`config.mk`:
```
export PLATFORM = sky130hd
export DESIGN_NAME = slave_reg_flat
export DESIGN_NICKNAME = d
export VERILOG_FILES = /design/src/rtl/bus_pkg.sv /design/src/rtl/bus_if.sv /design/src/rtl/slave_regfile.sv /design/src/rtl/slave_reg.sv /design/src/flat_wrapper.sv
export SDC_FILE = /design/constraint.sdc
export NUM_CORES = 1
export LEC_CHECK = 0
export BUFFER_PORTS_ARGS = -buffer_cell sky130_fd_sc_hd__buf_4
export CELL_PAD_IN_SITES_DETAIL_PLACEMENT = 2
export CELL_PAD_IN_SITES_GLOBAL_PLACEMENT = 2
export CORE_AREA = 10 10 295 297
export CTS_BUF_LIST = sky130_fd_sc_hd__clkbuf_4 sky130_fd_sc_hd__clkbuf_8
export CTS_CLUSTER_SIZE = 30
export DETAILED_ROUTE_END_ITERATION = 12
export DIE_AREA = 0 0 305 307
export PLACE_DENSITY_LB_ADDON = 0.1
export SLEW_MARGIN = 10
export SYNTH_ARGS = -nofsm -noshare
export SYNTH_HDL_FRONTEND = slang
export SYNTH_HIERARCHICAL = 1
export SYNTH_SLANG_ARGS = --single-unit
```
`constraint.sdc`:
```
create_clock -name clk -period 3.6 [get_ports clk]
set_input_delay 0.18 -clock clk [delete_from_list [all_inputs] [get_ports clk]]
set_output_delay 0.18 -clock clk [all_outputs]
set_load 0.02 [all_outputs]
```
`src/rtl/bus_pkg.sv`:
```
`default_nettype none
// ============================================================================
// Module      : bus_pkg
// Description : Shared widths and phase encoding for the two-phase
//               valid/ready bus, used by both master and slave ends.
// Revision    : 1.0
// ============================================================================
package bus_pkg;

    localparam int ADDR_W = 16;
    localparam int DATA_W = 32;

    typedef enum logic [1:0] {
        ST_ADDR_PHASE = 2'd0,
        ST_DATA_PHASE = 2'd1
    } bus_state_t;

endpackage
`default_nettype wire

```
`src/rtl/bus_if.sv`:
```
`default_nettype none
// ============================================================================
// Module      : bus_if
// Description : Two-phase valid/ready bus bundle with master/slave views.
// Revision    : 1.0
// ============================================================================
interface bus_if;
    import bus_pkg::*;

    logic              valid;
    logic              read;
    logic              write;
    logic [ADDR_W-1:0] addr;
    logic [DATA_W-1:0] write_data;
    logic              ready;
    logic [DATA_W-1:0] read_data;

    modport master (
        output valid, read, write, addr, write_data,
        input  ready, read_data
    );

    modport slave (
        input  valid, read, write, addr, write_data,
        output ready, read_data
    );

endinterface
`default_nettype wire

```
`src/rtl/slave_regfile.sv`:
```
`default_nettype none
// ============================================================================
// Module      : slave_regfile
// Description : NUM_REGS x 32b storage with one synchronous write port,
//               a combinational read mux and per-register write strobes.
// Revision    : 1.0
// ============================================================================
module slave_regfile
    import bus_pkg::*;
#(
    parameter int NUM_REGS = 16
) (
    input  logic                         clk,
    input  logic                         reset,
    input  logic                         we,
    input  logic [ADDR_W-1:0]            wr_idx,
    input  logic [DATA_W-1:0]            wr_data,
    input  logic [ADDR_W-1:0]            rd_idx,
    output logic [DATA_W-1:0]            rd_data,
    output logic [NUM_REGS*DATA_W-1:0]   regs_o,
    output logic [NUM_REGS-1:0]          wr_strobe
);

    logic [DATA_W-1:0]   mem_q [NUM_REGS];
    logic [DATA_W-1:0]   mem_d [NUM_REGS];
    logic [NUM_REGS-1:0] strobe_q;
    logic [NUM_REGS-1:0] strobe_d;

    always_comb begin
        mem_d    = mem_q;
        strobe_d = '0;
        for (int i = 0; i < NUM_REGS; i++) begin
            if (we && (wr_idx == ADDR_W'(i))) begin
                mem_d[i]    = wr_data;
                strobe_d[i] = 1'b1;
            end
        end
    end

    // Out-of-range indices read as zero; the caller masks them anyway.
    always_comb begin
        rd_data = '0;
        for (int i = 0; i < NUM_REGS; i++) begin
            if (rd_idx == ADDR_W'(i)) begin
                rd_data = mem_q[i];
            end
        end
    end

    always_ff @(posedge clk) begin
        if (reset) begin
            for (int i = 0; i < NUM_REGS; i++) begin
                mem_q[i] <= '0;
            end
            strobe_q <= '0;
        end else begin
            mem_q    <= mem_d;
            strobe_q <= strobe_d;
        end
    end

    for (genvar g = 0; g < NUM_REGS; g++) begin : g_regs_o
        assign regs_o[g*DATA_W +: DATA_W] = mem_q[g];
    end

    assign wr_strobe = strobe_q;

endmodule
`default_nettype wire

```
`src/rtl/slave_reg.sv`:
```
`default_nettype none
// ============================================================================
// Module      : slave_reg
// Description : Slave end of the two-phase valid/ready bus fronting a
//               NUM_REGS x 32b register file.
// Revision    : 1.0
// ============================================================================
module slave_reg
    import bus_pkg::*;
#(
    parameter int              NUM_REGS    = 16,
    parameter logic [15:0]     BASE_ADDR   = 16'h0000,
    parameter int              WAIT_CYCLES = 0
) (
    input  logic                         clk,
    input  logic                         reset,
    bus_if.slave                         busa,
    output logic                         err,
    output logic [NUM_REGS*DATA_W-1:0]   regs_o,
    output logic [NUM_REGS-1:0]          wr_strobe
);

    localparam logic [3:0]        c_wait_max = 4'(WAIT_CYCLES);
    localparam logic [ADDR_W:0]   c_num_regs = (ADDR_W+1)'(NUM_REGS);

    bus_state_t        state_q, state_d;
    logic [3:0]        wait_cnt_q, wait_cnt_d;
    logic [ADDR_W-1:0] idx_q, idx_d;
    logic              is_wr_q, is_wr_d;
    logic              err_r_q, err_r_d;
    logic [DATA_W-1:0] read_data_q, read_data_d;

    logic              w_ready;
    logic              w_hs;
    logic              w_addr_hs;
    logic              w_data_hs;
    logic [ADDR_W-1:0] w_idx;
    logic              w_err;
    logic              w_we;
    logic [DATA_W-1:0] w_rd_data;

    assign w_ready   = busa.valid && (wait_cnt_q == c_wait_max) && !reset;
    assign w_hs      = busa.valid && w_ready;
    assign w_addr_hs = w_hs && (state_q == ST_ADDR_PHASE);
    assign w_data_hs = w_hs && (state_q == ST_DATA_PHASE);
    assign w_idx     = busa.addr - BASE_ADDR;
    assign w_err     = ({1'b0, w_idx} >= c_num_regs) || (busa.read == busa.write);
    assign w_we      = w_data_hs && is_wr_q && !err_r_q;

    always_comb begin
        state_d     = state_q;
        wait_cnt_d  = wait_cnt_q;
        idx_d       = idx_q;
        is_wr_d     = is_wr_q;
        err_r_d     = err_r_q;
        read_data_d = read_data_q;

        case (state_q)
            ST_ADDR_PHASE: if (w_hs) state_d = ST_DATA_PHASE;
            // Dropping valid mid-data-phase abandons the transfer.
            ST_DATA_PHASE: if (w_hs || !busa.valid) state_d = ST_ADDR_PHASE;
            default:       state_d = ST_ADDR_PHASE;
        endcase

        if (w_hs || ((state_q == ST_ADDR_PHASE) && !busa.valid) || (state_d != state_q)) begin
            wait_cnt_d = '0;
        end else if (busa.valid && !w_ready && (wait_cnt_q < c_wait_max)) begin
            wait_cnt_d = wait_cnt_q + 4'd1;
        end

        if (w_addr_hs) begin
            idx_d       = w_idx;
            is_wr_d     = busa.write;
            err_r_d     = w_err;
            read_data_d = (busa.read && !w_err) ? w_rd_data : '0;
        end
    end

    always_ff @(posedge clk) begin
        if (reset) begin
            state_q     <= ST_ADDR_PHASE;
            wait_cnt_q  <= '0;
            idx_q       <= '0;
            is_wr_q     <= 1'b0;
            err_r_q     <= 1'b0;
            read_data_q <= '0;
        end else begin
            state_q     <= state_d;
            wait_cnt_q  <= wait_cnt_d;
            idx_q       <= idx_d;
            is_wr_q     <= is_wr_d;
            err_r_q     <= err_r_d;
            read_data_q <= read_data_d;
        end
    end

    slave_regfile #(
        .NUM_REGS (NUM_REGS)
    ) u_regfile (
        .clk       (clk),
        .reset     (reset),
        .we        (w_we),
        .wr_idx    (idx_q),
        .wr_data   (busa.write_data),
        .rd_idx    (w_idx),
        .rd_data   (w_rd_data),
        .regs_o    (regs_o),
        .wr_strobe (wr_strobe)
    );

    assign busa.ready     = w_ready;
    assign busa.read_data = read_data_q;
    assign err            = err_r_q && w_ready && (state_q == ST_DATA_PHASE);

endmodule
`default_nettype wire

```
`src/flat_wrapper.sv`:
```
// flat-port wrapper written by rule: the top's interface ports become plain ports
module slave_reg_flat import bus_pkg::*;
#(
    parameter int              NUM_REGS    = 16,
    parameter logic [15:0]     BASE_ADDR   = 16'h0000,
    parameter int              WAIT_CYCLES = 0
)
  (clk, reset, err, regs_o, wr_strobe, busa_valid, busa_read, busa_write, busa_addr, busa_write_data, busa_ready, busa_read_data);
  bus_if busa_i ();
  input  logic clk;
  input  logic reset;
  output logic err;
  output logic [NUM_REGS*DATA_W-1:0] regs_o;
  output logic [NUM_REGS-1:0] wr_strobe;
  input wire logic [$bits(busa_i.valid)-1:0] busa_valid;
  input wire logic [$bits(busa_i.read)-1:0] busa_read;
  input wire logic [$bits(busa_i.write)-1:0] busa_write;
  input wire logic [$bits(busa_i.addr)-1:0] busa_addr;
  input wire logic [$bits(busa_i.write_data)-1:0] busa_write_data;
  output wire logic [$bits(busa_i.ready)-1:0] busa_ready;
  output wire logic [$bits(busa_i.read_data)-1:0] busa_read_data;
  assign busa_i.valid = busa_valid;
  assign busa_i.read = busa_read;
  assign busa_i.write = busa_write;
  assign busa_i.addr = busa_addr;
  assign busa_i.write_data = busa_write_data;
  assign busa_ready = busa_i.ready;
  assign busa_read_data = busa_i.read_data;
  slave_reg #(.NUM_REGS(NUM_REGS), .BASE_ADDR(BASE_ADDR), .WAIT_CYCLES(WAIT_CYCLES)) u_core (.clk(clk), .reset(reset), .busa(busa_i), .err(err), .regs_o(regs_o), .wr_strobe(wr_strobe));
endmodule
```
* After elaboration in Yosys (flattened, before gate mapping)
Index checks and enable logic that the tools add are counted.
** Word-level totals
- Bits of input ports :: 53
- Logic and storage cells :: 138
- Register bits after elaboration :: 584
- Output and inout port bits :: 562
** Cells by class
- Add/sub/neg operators :: 1
- Reduce and logical (&&, ||, !) cells :: 43
- Multiplexer cells :: 36
- Eq/ne operators :: 33
- Magnitude comparators :: 2
** Operator list (number)
- 32-bit two-way mux :: 17
- 16-bit by 4-bit == test with 1-bit output, second input constant :: 16
- 16-bit by 3-bit == test with 1-bit output, second input constant :: 8
- 16-bit by 2-bit == test with 1-bit output, second input constant :: 4
- 16-bit by 1-bit == test with 1-bit output, second input constant :: 2
- 16-bit zero test :: 2
- 1-bit logical AND :: 29
- 16-bit by 5-bit >= comparator with 1-bit output, second input constant :: 1
- 1-bit two-way mux :: 16
- 1-bit zero test :: 5
- 4-bit by 1-bit adder with 4-bit output, second input constant :: 1
- 4-bit zero test :: 1
- 1-bit logical OR :: 4
- 4-bit by 1-bit < comparator with 1-bit output, second input constant :: 1
- 2-bit two-way mux :: 2
- 2-bit one-hot mux with 2 select lines :: 1
- 2-bit by 1-bit == test with 1-bit output, second input constant :: 1
- 2-bit zero test :: 1
- 2-bit inequality test :: 1
- 2-bit OR reduction :: 1
- 1-bit == test :: 1

* Logic depth before layout (Yosys ltp)
- Word-level depth :: 18
- Mapped depth :: 11
- Gate-level depth less buffers :: 8

* Modules after synthesis
Netlist, hierarchy kept.
** Modules (own cells, without submodules)
- slave_regfile :: area each 23013.3 um^2, cells an instance 3141, instances 1
- slave_reg :: area each 1816.7 um^2, cells an instance 166, instances 1

* Worst setup path after synthesis
No wires, ideal clock.
- Path type :: input port to flip-flop
- Start :: input port busa_addr[5]
- End :: register u_core.read_data_q[0], in the netlist u_core/busa.read_data[0]
- Arrival :: 2544 ps
- Stages :: 9
- Library setup time :: 117 ps
- Path slack :: 938 ps
- Cell sequence :: or4_4 > buf_6 > or4_1 > buf_2 > or3_1 > a41oi_1 > o221ai_1 > a21o_1 > a32o_2
** On the way
- Longest elaborated chain between the ends :: 18
- Elaborated cells on any way between the ends :: 37
** Ends and longest elaborated chain
- from (decl) :: line flat_wrapper.sv:18 : input wire logic [$bits(busa_i.addr)-1:0] busa_addr;
- 16-bit zero test :: line slave_regfile.sv:44 : if (rd_idx == ADDR_W'(i)) begin
- 32-bit two-way mux (15 in series) :: line slave_regfile.sv:44
- 32-bit two-way mux * :: line slave_regfile.sv:44
- via u_core.w_rd_data[0] :: line slave_reg.sv:40 : logic [DATA_W-1:0] w_rd_data;
- 32-bit two-way mux * :: line slave_reg.sv:75 : read_data_d = (busa.read && !w_err) ? w_rd_data : '0;
- to (signal assigned) :: line slave_reg.sv:93 : read_data_q <= read_data_d;
- to (decl) :: line slave_reg.sv:31 : logic [DATA_W-1:0] read_data_q, read_data_d;
Mark *: on every way through the listed nets, which the timed path passes. The rest lies on a longest branch.
A chain may end at the register's enable or synchronous reset.

* Worst setup path in the final report
- Start :: input port busa_addr[5]
- End :: register u_core.read_data_q[17], in the netlist u_core/busa.read_data[17]
The elaborated chain is that of the path after synthesis.

==> summary.md <==
| Metric | Value |
|---|---|
| DR DRC count | `0` |
| Area delta synth->final | `35.5%` |
| Seq/Total Area, Yosys | `0.467` |
| Worst path top cell family by delay | `compound AO/OA/AOI/OAI gates` |
| Syn Inst Count | `3,307` |
| I/O pins | `615` |
| Routability congestion estimate | `0.936` |
| Syn Nets | `3,360` |
| Yosys reg bits | `579` |
| Kind of critical path | `primary input to flip-flop` |
| Final core utilization | `0.414` |
| Setup TNS | `0 ns` |
| Critical Path Max Stage Delay | `0.85 ns` |
| Startpoint types | `primary input` |
| Leak | `13.1 nW` |
| Share of flip-flops with an asynchronous set or reset | `0` |
| Slowest cell on the critical path | `a2111oi_0` |
| Initial core utilization | `0.305` |
| Fin crit period | `3.31 ns` |
| Area of the multi-input gates | `0.0120 mm²` |
| CP cell instances | `dlygate4sd3_1, buf_4, or4_4, nor4_4, buf_4, nand2_1, nand2_1, o21ai_0, a2111oi_0, o32ai_1, a32o_2` |
| PD cells | `427 mW/mm²` |
| # nets final | `3,955` |
| CTS buffer count | `109` |
| Synthesis warning total | `6` |
| Number of global-route vias before repair | `31.8k` |
| Avg WL per Cell | `34.3 µm` |
| Critical Path Source | `busa_addr[5]` |
| Worst rel slew slack | `0.189` |
| Worst-Margin Slew | `1.22 ns` |
| Clock Pin Slew Worst Setup and Hold Paths | `0.06 ns` |
| Distinct cells, synth | `79` |
| Share of cells above drive strength 1 | `0.263` |
| Register area | `0.0116 mm²` |
| Final hold vios | `0` |
| Initial DRC Count | `2,481` |
| Status | `completed` |
| Placed insts | `4,808` |
| Critical path data arrival time | `3.94 ns` |
| Placed instance area | `0.0307 mm²` |
| Rows | `105` |
| Hold_ws | `0.107 ns` |
| Post-CTS sizing | `0` |
| Average size of a mapped cell | `7.51 µm²` |
| IO Port Bufs | `614` |
| Peak VDD IR | `274 µV` |
| Tcrit/Tclk final | `0.919` |
| Dpl hpwl | `126,000 µm` |
| Final setup viols | `0` |
| Die Width | `305 µm` |
| Final Non-Filler Cells | `5,060` |
| Later-pin clock latency in the skew report | `0.75 ns` |
| HP Class | `primary input to flip-flop` |
| Max Clock Skew | `0.0258 ns` |
| RSZ-0062 raised after global routing | `false` |
| Worst r2r dst | `u_core/u_regfile/regs_o[43]$_SDFFE_PP0P_` |
| Drt first pass iters | `7` |
| Full die area | `0.0936 mm²` |
| Total Routing Usage GR | `0.351` |
| Max-Cap Viols | `0` |
| Worst path bufs/invs | `3` |
| Critical path depth | `11` |
| Primary FF master, synth | `dfxtp_1` |
| First-pass GRT wire length | `242,000 µm` |
| Routed Antenna Nets | `0` |
| Num Clock Sinks | `579` |
| Worst path required time | `4.23 ns` |
| EDFF count, synth | `0` |
| FF-to-FF path depth | `7` |
| Design Area, Final | `0.0336 mm²` |
| Largest net degree at the start of global routing | `203` |
| Chip height | `307 µm` |
| Slew Viols, Final | `0` |
| Cell Area, Synth | `0.0248 mm²` |
| Via/cell ratio | `5.79` |
| Clock tree buffer depth | `3` |
| CTS tree | `done` |
| Initial antenna violation count | `2` |
| Capture point of the critical path | `u_core/busa.read_data[17]$_SDFFE_PP0P_` |
| Crit-path max FO | `21` |
| DR vias | `29.3k` |
| Fillcell total | `9,235` |
| Crit. End Element | `flip-flop` |
| Worst R2R Setup Slack | `0.85 ns` |
| H-tree depth | `3` |
| Fmax | `302 MHz` |
| Drt total wl | `174,000 µm` |
| Core area | `0.0813 mm²` |
| Critical R2R Launch | `u_core/idx_q[6]$_SDFFE_PP0P_` |
| Total global routing overflow | `0` |
| CTS root buf | `clkbuf_8` |
-- per-layer routing --
| metal | up-vias | part of all wire | track usage |
|---|---|---|---|
| li1 | 12500 | - | - |
| met1 | 15200 | 0.39 | 0.402 |
| met3 | 355 | 0.061 | 0.0645 |
| met2 | 1281 | 0.50 | 0.621 |
| met4 | 0 | 0.052 | 0.175 |
| met5 | - | 0 | 0 |
-- timing repair --
action,CTS,global route
setup buffers,0,0
hold endpoints to repair,532,0
hold buffers,53,0
-- worst min path at each step --
stage                                       from                            to  slack, ns  depth (start not counted)
floorplan                             busa_write   u_core/is_wr_q$_SDFFE_PP0P_       0.32                          2
global placement    u_core/idx_q[7]$_SDFFE_PP0P_  u_core/idx_q[7]$_SDFFE_PP0P_       0.45                          2
detailed placement  u_core/idx_q[7]$_SDFFE_PP0P_  u_core/idx_q[7]$_SDFFE_PP0P_       0.46                          2
CTS                                   busa_valid  u_core/idx_q[3]$_SDFFE_PP0P_       0.06                          5
global route                        busa_addr[1]  u_core/idx_q[1]$_SDFFE_PP0P_       0.09                          4
finish                                busa_valid  u_core/idx_q[1]$_SDFFE_PP0P_       0.11                          5
-- stage by stage --
step | power (W) | setup slack, ns
after CTS | 0.0144 | 0.469
after global routing | 0.0147 | 0.237
final | 0.0144 | 0.292
after detailed placement | 0.00721 | 0.249
after floorplan | 0.00689 | 0.938
after global placement | 0.00719 | 0.244
-- synth_stat cells, types with 11 or more instances --
cell type / count / area, µm²
mux2_2: 11 / 124
nor3_1: 17 / 85.1
nand2_1: 1157 / 4340
a22o_1: 12 / 105
dfxtp_1: 579 / 11600
mux2i_1: 36 / 360
a32o_2: 32 / 360
a221oi_1: 11 / 96.3
buf_2: 29 / 145
nor4_1: 11 / 68.8
nand3_1: 28 / 140
a222oi_1: 15 / 150
clkbuf_1: 266 / 998
a22oi_1: 40 / 300
o22ai_1: 41 / 257
a21oi_1: 624 / 3120
o21ai_0: 66 / 330
and3_1: 16 / 100
buf_1: 14 / 52.6
nor2_1: 113 / 424
-- logic make-up after synthesis --
logic type,Yosys count,synth area share
xor gates and xnor gates,1,0.000353
AOI/OAI and AO/OA,949,0.227
muxes,54,0.0259
DFF,579,0.467
and+or+nand+nor,1399,0.227
buffers and inverters,325,0.0529
-- final cells by class --
class / instances / share of cell area
clock inverters: 26 / 0.00699
repair buffers: 800 / 0.186
diodes: 1 / 0.0000744
clock buffers: 172 / 0.0646
multi-input cells: 2403 / 0.357
inverters: 9 / 0.00100
flip-flops and latches: 579 / 0.345
well taps: 1070 / 0.0398
-- cell usage in the layout, fill, tap and decap left out, drive strengths merged, types with 7 or more instances in the layout --
cell,n
nor2,117
inv,13
o32ai,8
buf,747
dfxtp,579
clkinv,16
nand2,1157
a22oi,40
a21oi,624
o221ai,10
nor4,17
clkbuf,172
a221o,8
a211oi,10
nand3,28
mux4,7
mux2,11
a221oi,11
o22ai,41
a32o,36
a31oi,8
and3,16
nor2b,7
nand4,8
mux2i,36
nor3,19
a222oi,15
a22o,12
dlygate4sd3,53
o21ai,69
-- sequential cells by signal, summed over array words and instances (netlist names) --
signal	count
u_core/idx_q	16
u_core/state_q	1
u_core/is_wr_q	1
u_core/err_r_q	1
u_core/busa.read_data	32
u_core/u_regfile/regs_o	512
u_core/u_regfile/wr_strobe	16
-- tightest hold or removal path: stages --
cell     delay (ns)
buf_4          0.12
nor2b_1        0.13
buf_4          0.21
nand2_1        0.09
a21oi_1        0.05
-- power by group --
| group | internal [W] | switching [W] | leakage (nW) |
|---|---|---|---|
| Combinational | 0.000170 | 0.000529 | 7.12 |
| Sequential | 0.00642 | 0.0000123 | 4.66 |
| Clock | 0.00405 | 0.00317 | 1.28 |
Power figures use the tool's default switching activity.
